$ cat src/rtl/run_signature_monitor_if.sv
// Kernel-output stream, run handshake, expected values and run results between the
// kernel wrapper's reduction stage and the run signature monitor.
interface run_signature_monitor_if #(
  parameter int BEAT_W = 16,
  parameter int CYC_W  = 32
);
  logic              ap_start;
  logic              ap_done;
  logic [3:0]        data_in;
  logic              data_valid;
  logic [31:0]       exp_sig;
  logic [BEAT_W-1:0] exp_beats;
  logic              busy;
  logic              result_valid;
  logic              pass;
  logic [31:0]       sig_out;
  logic [BEAT_W-1:0] beat_cnt_out;
  logic [CYC_W-1:0]  cycle_cnt_out;
  logic [15:0]       run_cnt;
  logic              stray;

  modport master (
    output ap_start, ap_done, data_in, data_valid, exp_sig, exp_beats,
    input  busy, result_valid, pass, sig_out, beat_cnt_out, cycle_cnt_out, run_cnt, stray
  );

  modport slave (
    input  ap_start, ap_done, data_in, data_valid, exp_sig, exp_beats,
    output busy, result_valid, pass, sig_out, beat_cnt_out, cycle_cnt_out, run_cnt, stray
  );
endinterface

$ cat src/rtl/run_signature_monitor.sv
// Per-run MISR signature, beat and cycle counters with expected-value compare; result strobe
// DRAIN_CYCLES+2 cycles after ap_done. No backpressure: every valid beat is accepted.
module run_signature_monitor #(
  parameter logic [31:0] SEED         = 32'hFFFFFFFF,
  parameter logic [31:0] POLY         = 32'h04C11DB7,
  parameter int          DRAIN_CYCLES = 3,
  parameter int          BEAT_W       = 16,
  parameter int          CYC_W        = 32
) (
  input logic                    ap_clk,
  input logic                    ap_rst,
  run_signature_monitor_if.slave bus
);
  localparam int DCNT_W = (DRAIN_CYCLES > 0) ? $clog2(DRAIN_CYCLES + 1) : 1;

  localparam logic [1:0] S_IDLE   = 2'd0;
  localparam logic [1:0] S_RUN    = 2'd1;
  localparam logic [1:0] S_DRAIN  = 2'd2;
  localparam logic [1:0] S_REPORT = 2'd3;

  logic [1:0]        r_state;
  logic [31:0]       r_sig;
  logic [BEAT_W-1:0] r_beat;
  logic [CYC_W-1:0]  r_cyc;
  logic [DCNT_W-1:0] r_dcnt;
  logic              r_pass;
  logic [31:0]       r_sig_out;
  logic [BEAT_W-1:0] r_beat_out;
  logic [CYC_W-1:0]  r_cyc_out;
  logic [15:0]       r_run_cnt;
  logic              r_stray;

  logic [31:0]       w_fold;
  logic [31:0]       w_sig_nxt;
  logic [BEAT_W-1:0] w_beat_nxt;
  logic              w_beat_ovf;
  logic              w_cyc_ovf;

  assign w_fold     = {r_sig[30:0], 1'b0} ^ (r_sig[31] ? POLY : 32'h0) ^ {28'h0, bus.data_in};
  assign w_sig_nxt  = bus.data_valid ? w_fold : r_sig;
  assign w_beat_ovf = bus.data_valid && (&r_beat);
  assign w_beat_nxt = (bus.data_valid && !(&r_beat)) ? r_beat + BEAT_W'(1) : r_beat;
  assign w_cyc_ovf  = &r_cyc;

  always_ff @(posedge ap_clk or posedge ap_rst) begin
    if (ap_rst) begin
      r_state    <= S_IDLE;
      r_sig      <= SEED;
      r_beat     <= '0;
      r_cyc      <= '0;
      r_dcnt     <= '0;
      r_pass     <= 1'b0;
      r_sig_out  <= '0;
      r_beat_out <= '0;
      r_cyc_out  <= '0;
      r_run_cnt  <= '0;
      r_stray    <= 1'b0;
    end else begin
      case (r_state)
        S_IDLE: begin
          if (bus.data_valid) r_stray <= 1'b1;
          if (bus.ap_start) begin
            r_state <= S_RUN;
            r_sig   <= SEED;
            r_beat  <= '0;
            r_cyc   <= CYC_W'(1);
          end
        end
        S_RUN: begin
          r_sig  <= w_sig_nxt;
          r_beat <= w_beat_nxt;
          if (!w_cyc_ovf) r_cyc <= r_cyc + CYC_W'(1);
          if (w_cyc_ovf || w_beat_ovf) r_stray <= 1'b1;
          // done wins over a simultaneous start; start is not looked at here
          if (bus.ap_done) begin
            r_state <= S_DRAIN;
            r_dcnt  <= DCNT_W'(DRAIN_CYCLES);
          end
        end
        S_DRAIN: begin
          r_sig  <= w_sig_nxt;
          r_beat <= w_beat_nxt;
          if (w_beat_ovf) r_stray <= 1'b1;
          if (r_dcnt == '0) begin
            r_state    <= S_REPORT;
            r_sig_out  <= w_sig_nxt;
            r_beat_out <= w_beat_nxt;
            r_cyc_out  <= r_cyc;
            r_pass     <= (w_sig_nxt == bus.exp_sig) && (w_beat_nxt == bus.exp_beats);
            r_run_cnt  <= r_run_cnt + 16'd1;
          end else begin
            r_dcnt <= r_dcnt - DCNT_W'(1);
          end
        end
        default: begin
          if (bus.data_valid) r_stray <= 1'b1;
          r_state <= S_IDLE;
        end
      endcase
    end
  end

  assign bus.busy          = (r_state == S_RUN) || (r_state == S_DRAIN);
  assign bus.result_valid  = (r_state == S_REPORT);
  assign bus.pass          = r_pass;
  assign bus.sig_out       = r_sig_out;
  assign bus.beat_cnt_out  = r_beat_out;
  assign bus.cycle_cnt_out = r_cyc_out;
  assign bus.run_cnt       = r_run_cnt;
  assign bus.stray         = r_stray;
endmodule

$ cat src/flat_wrapper.sv
// flat-port wrapper written by rule: the top's interface ports become plain ports
module run_signature_monitor_flat 
#(
  parameter logic [31:0] SEED         = 32'hFFFFFFFF,
  parameter logic [31:0] POLY         = 32'h04C11DB7,
  parameter int          DRAIN_CYCLES = 3,
  parameter int          BEAT_W       = 16,
  parameter int          CYC_W        = 32
)
  (ap_clk, ap_rst, bus_ap_start, bus_ap_done, bus_data_in, bus_data_valid, bus_exp_sig, bus_exp_beats, bus_busy, bus_result_valid, bus_pass, bus_sig_out, bus_beat_cnt_out, bus_cycle_cnt_out, bus_run_cnt, bus_stray);
  run_signature_monitor_if #(.BEAT_W(BEAT_W), .CYC_W(CYC_W)) bus_i ();
  input logic ap_clk;
  input logic ap_rst;
  input wire logic [$bits(bus_i.ap_start)-1:0] bus_ap_start;
  input wire logic [$bits(bus_i.ap_done)-1:0] bus_ap_done;
  input wire logic [$bits(bus_i.data_in)-1:0] bus_data_in;
  input wire logic [$bits(bus_i.data_valid)-1:0] bus_data_valid;
  input wire logic [$bits(bus_i.exp_sig)-1:0] bus_exp_sig;
  input wire logic [$bits(bus_i.exp_beats)-1:0] bus_exp_beats;
  output wire logic [$bits(bus_i.busy)-1:0] bus_busy;
  output wire logic [$bits(bus_i.result_valid)-1:0] bus_result_valid;
  output wire logic [$bits(bus_i.pass)-1:0] bus_pass;
  output wire logic [$bits(bus_i.sig_out)-1:0] bus_sig_out;
  output wire logic [$bits(bus_i.beat_cnt_out)-1:0] bus_beat_cnt_out;
  output wire logic [$bits(bus_i.cycle_cnt_out)-1:0] bus_cycle_cnt_out;
  output wire logic [$bits(bus_i.run_cnt)-1:0] bus_run_cnt;
  output wire logic [$bits(bus_i.stray)-1:0] bus_stray;
  assign bus_i.ap_start = bus_ap_start;
  assign bus_i.ap_done = bus_ap_done;
  assign bus_i.data_in = bus_data_in;
  assign bus_i.data_valid = bus_data_valid;
  assign bus_i.exp_sig = bus_exp_sig;
  assign bus_i.exp_beats = bus_exp_beats;
  assign bus_busy = bus_i.busy;
  assign bus_result_valid = bus_i.result_valid;
  assign bus_pass = bus_i.pass;
  assign bus_sig_out = bus_i.sig_out;
  assign bus_beat_cnt_out = bus_i.beat_cnt_out;
  assign bus_cycle_cnt_out = bus_i.cycle_cnt_out;
  assign bus_run_cnt = bus_i.run_cnt;
  assign bus_stray = bus_i.stray;
  run_signature_monitor #(.SEED(SEED), .POLY(POLY), .DRAIN_CYCLES(DRAIN_CYCLES), .BEAT_W(BEAT_W), .CYC_W(CYC_W)) u_core (.ap_clk(ap_clk), .ap_rst(ap_rst), .bus(bus_i));
endmodule
$ cat config.mk
export PLATFORM = sky130hd
export DESIGN_NAME = run_signature_monitor_flat
export DESIGN_NICKNAME = d
export VERILOG_FILES = /design/src/rtl/run_signature_monitor_if.sv /design/src/rtl/run_signature_monitor.sv /design/src/flat_wrapper.sv
export SDC_FILE = /design/constraint.sdc
export NUM_CORES = 1
export LEC_CHECK = 0
export CAP_MARGIN = 20
export CORE_MARGIN = 2
export CORE_UTILIZATION = 51
export CTS_BUF_LIST = sky130_fd_sc_hd__clkbuf_8
export DETAILED_ROUTE_END_ITERATION = 16
export GPL_TIMING_DRIVEN = 0
export PLACE_DENSITY = 0.77
export SYNTH_ARGS = -nofsm -noshare
export SYNTH_HDL_FRONTEND = slang
export SYNTH_SLANG_ARGS = --single-unit
$ cat constraint.sdc
create_clock -name ap_clk -period 6.3 [get_ports ap_clk]
set_input_delay 1.89 -clock ap_clk [delete_from_list [all_inputs] [get_ports ap_clk]]
set_output_delay 1.89 -clock ap_clk [all_outputs]
set_load 0.01 [all_outputs]
==> out/metrics.cfg <==
[outcome]
status=completed

[timing]
tightest_slew_ns=0.869
finalSetupViolCount=0
slew_viol_final=0
setup_tns_ns=0
layout_setup_ws_ns=1.63
layout_min_cycle_time_ns=4.67
max_freq_ghz=0.214
slew-limit-headroom=0.419
fin_skew_ns=0.0191
rsz0062_at_grt=false
fin_crit_sh=0.741
hold_viol=0

[setup_path]
cp_data_arrival_time_ns=5.08
cp-start-kind=primary input
worstSetupEndpointType=flip-flop
criticalPathCategory=primary input to flip-flop
critPathMaxFanout=10
cp_data_required_time_ns=6.72

[placed_design]
placed_cells=1481
pre_cts_ws_ns=1.20
io_buffer_count=156
place.gp.congestion=0.948
place_area_mm2=0.0118
hpwl_um=20600

[synthesis]
synth_top_cell_area_share=0.381
synth_largest_area_cell=dfrtp_1
yosysMostFrequentCell=nand2_1
synthArstFlopShare=1.00
ys_top_cells_by_count=nand2_1 (205), dfrtp_1 (150), o21ai_0 (77)
synth.avg_cell_area_um2=9.28
synth-edff-count=0
syn-instance-count=1061
syn-cell-area_mm2=0.00984
synth-seq-cells=182
ys_types=73
synth_ff_type=dfrtp_1
synth_area_leaders=dfrtp_1 (38%), dfstp_2 (8.5%), nand2_1 (7.8%)
syn-num-nets=1126
seq_area_frac_synth=0.467
yosysWarnings=0

[grt]
overflow=0
grt_antenna_before_repair=0
grt_pass1_vias=8239
grt_max_degree=42
track_usage=0.279
grt_pass1_wl_um=44200

[pwr]
p_leak_nw=5.24
total_power_mw=3.91
worst_ir_drop_vdd_mv=0.216
power_density_mw_per_mm2=320

[floorplanning]
io_pins=157
die_w_um=143
initial_core_util=0.523
dieArea_mm2=0.0204
die_y_um=143
core-area_mm2=0.0188
rows=50

[clock_tree]
htreeDepth=4
cts.sinks=182
cts_resized=0
cts_tree=done
cts_buffer_depth=2
clock_latency_ns=0.49
path_clk_slew_ns=0.10
ctsHoldBuffers=0
root_buffer=clkbuf_8
postCtsSetupRepairBufs=0
cts_inserted_buffers=17

[detailed_routing]
vias=8685
final_antenna_net_count=0
totalWireLength_um=27500
drt_iter0_drc=746
wl_per_cell_um=18.2
drc_errors=0
dr.pass1.iters=5
vias_per_cell=5.74

[layout]
drive_above_1_share=0.0910
syn_to_final_growth_pct=24.0
fin_nets=1305
n_antenna_cell=0
fin_cells=1513
design_area_mm2=0.0122

[hold_path]
min_path_type=flip-flop to flip-flop

[run]
cap_violations=0

## kinds of logic (layout without fill, tap and decap cells)
group	Yosys count	after routing	share of synthesized area
multiplexers	34	34	0.0348
AO/OA/AOI/OAI	205	205	0.135
AND/OR/NAND/NOR	420	420	0.206
buffers and inverters	94	286	0.0395
XOR/XNOR	118	118	0.108
flip-flops	182	182	0.467
adder cells (fa/ha/maj)	8	8	0.0102
## worst paths after layout
kind,startpoint,depth (start not counted),endpoint,slack (ns)
worst max-delay path,bus_data_valid,9,u_core.bus.pass$_DFFE_PP0P_,1.63
worst min-delay path,u_core.bus.run_cnt[15]$_DFFE_PP0P_,1,u_core.bus.run_cnt[15]$_DFFE_PP0P_,0.48
worst max register to register,u_core.r_beat[1]$_DFFE_PP0P_,8,u_core.bus.pass$_DFFE_PP0P_,3.06
worst min register to register,u_core.bus.run_cnt[15]$_DFFE_PP0P_,1,u_core.bus.run_cnt[15]$_DFFE_PP0P_,0.48
max in group asynchronous,ap_rst,4,u_core.r_sig[5]$_DFFE_PP1P_,3.41
min in group asynchronous,ap_rst,2,u_core.bus.cycle_cnt_out[6]$_DFFE_PP0P_,1.92
## per-stage QoR
step / utilization / hold slack, ns
after CTS: 0.648 / 0.484
after detailed placement: 0.627 / 0.462
final: 0.648 / 0.476
after global placement: 0.623 / 0.461
after global routing: 0.648 / 0.503
after floorplan: - / 0.473
## layout make-up
class / count / area (µm²)
fillers: 1595 / 6630
multi-input cells: 785 / 4860
flip-flops and latches: 182 / 4590
repair buffers: 160 / 1640
well taps: 260 / 325
plain buffers: 69 / 295
clock buffers: 18 / 248
clock inverters: 14 / 139
inverters: 25 / 97.6
## per-layer routing
| metal | track usage | share of wire | up-vias |
|---|---|---|---|
| met2 | 0.431 | 0.46 | 339 |
| met5 | 0 | 0 | - |
| met1 | 0.401 | 0.46 | 4239 |
| met3 | 0.0412 | 0.063 | 55 |
| met4 | 0.0969 | 0.025 | 0 |
| li1 | - | - | 4052 |
## placed cells by master, fill, tap and decap left out, drive strengths merged, types with 4 or more instances in the layout
cell | synthesis | layout
or4 | 4 | 4
and4 | 14 | 14
or3 | 12 | 12
nand2b | 6 | 6
nor2 | 68 | 68
xor2 | 44 | 44
o211ai | 4 | 4
nand4 | 25 | 25
dfrtp | 150 | 150
clkbuf | 46 | 64
a31oi | 5 | 5
o22a | 24 | 24
nand2 | 205 | 205
a21oi | 40 | 40
ha | 8 | 8
inv | 25 | 34
dfstp | 32 | 32
o31ai | 10 | 10
o21ai | 82 | 82
nor4 | 10 | 10
xnor2 | 72 | 72
mux2i | 32 | 32
nor3 | 16 | 16
buf | 23 | 27
nand3 | 40 | 40
clkdlybuf4s50 | 0 | 156
and3 | 8 | 8
## flip-flops by register name, indices dropped and copies added (netlist names)
register	count
u_core.bus.cycle_cnt_out	32
u_core.bus.sig_out	32
u_core.r_cyc	32
u_core.r_sig	32
u_core.bus.beat_cnt_out	16
u_core.bus.run_cnt	16
u_core.r_beat	16
u_core.r_dcnt	2
u_core.r_state	2
u_core.bus.pass	1
u_core.bus.stray	1
## critical path, stage by stage
cell and delay, ns:
clkdlybuf4s50_1 0.71, buf_2 0.41, mux2i_1 0.26, xor2_1 0.21
o2111ai_1 0.18, a2111oi_0 0.45, nand4_1 0.20, nor4_1 0.52
a32o_2 0.25
## power breakdown
group	leakage (nW)	switching [mW]	internal, mW
registers	2.22	0.171	1.43
clock network	0.205	0.470	0.336
logic	2.81	0.852	0.648
total	5.24	1.49	2.41
(Power assumes the default switching activity.)
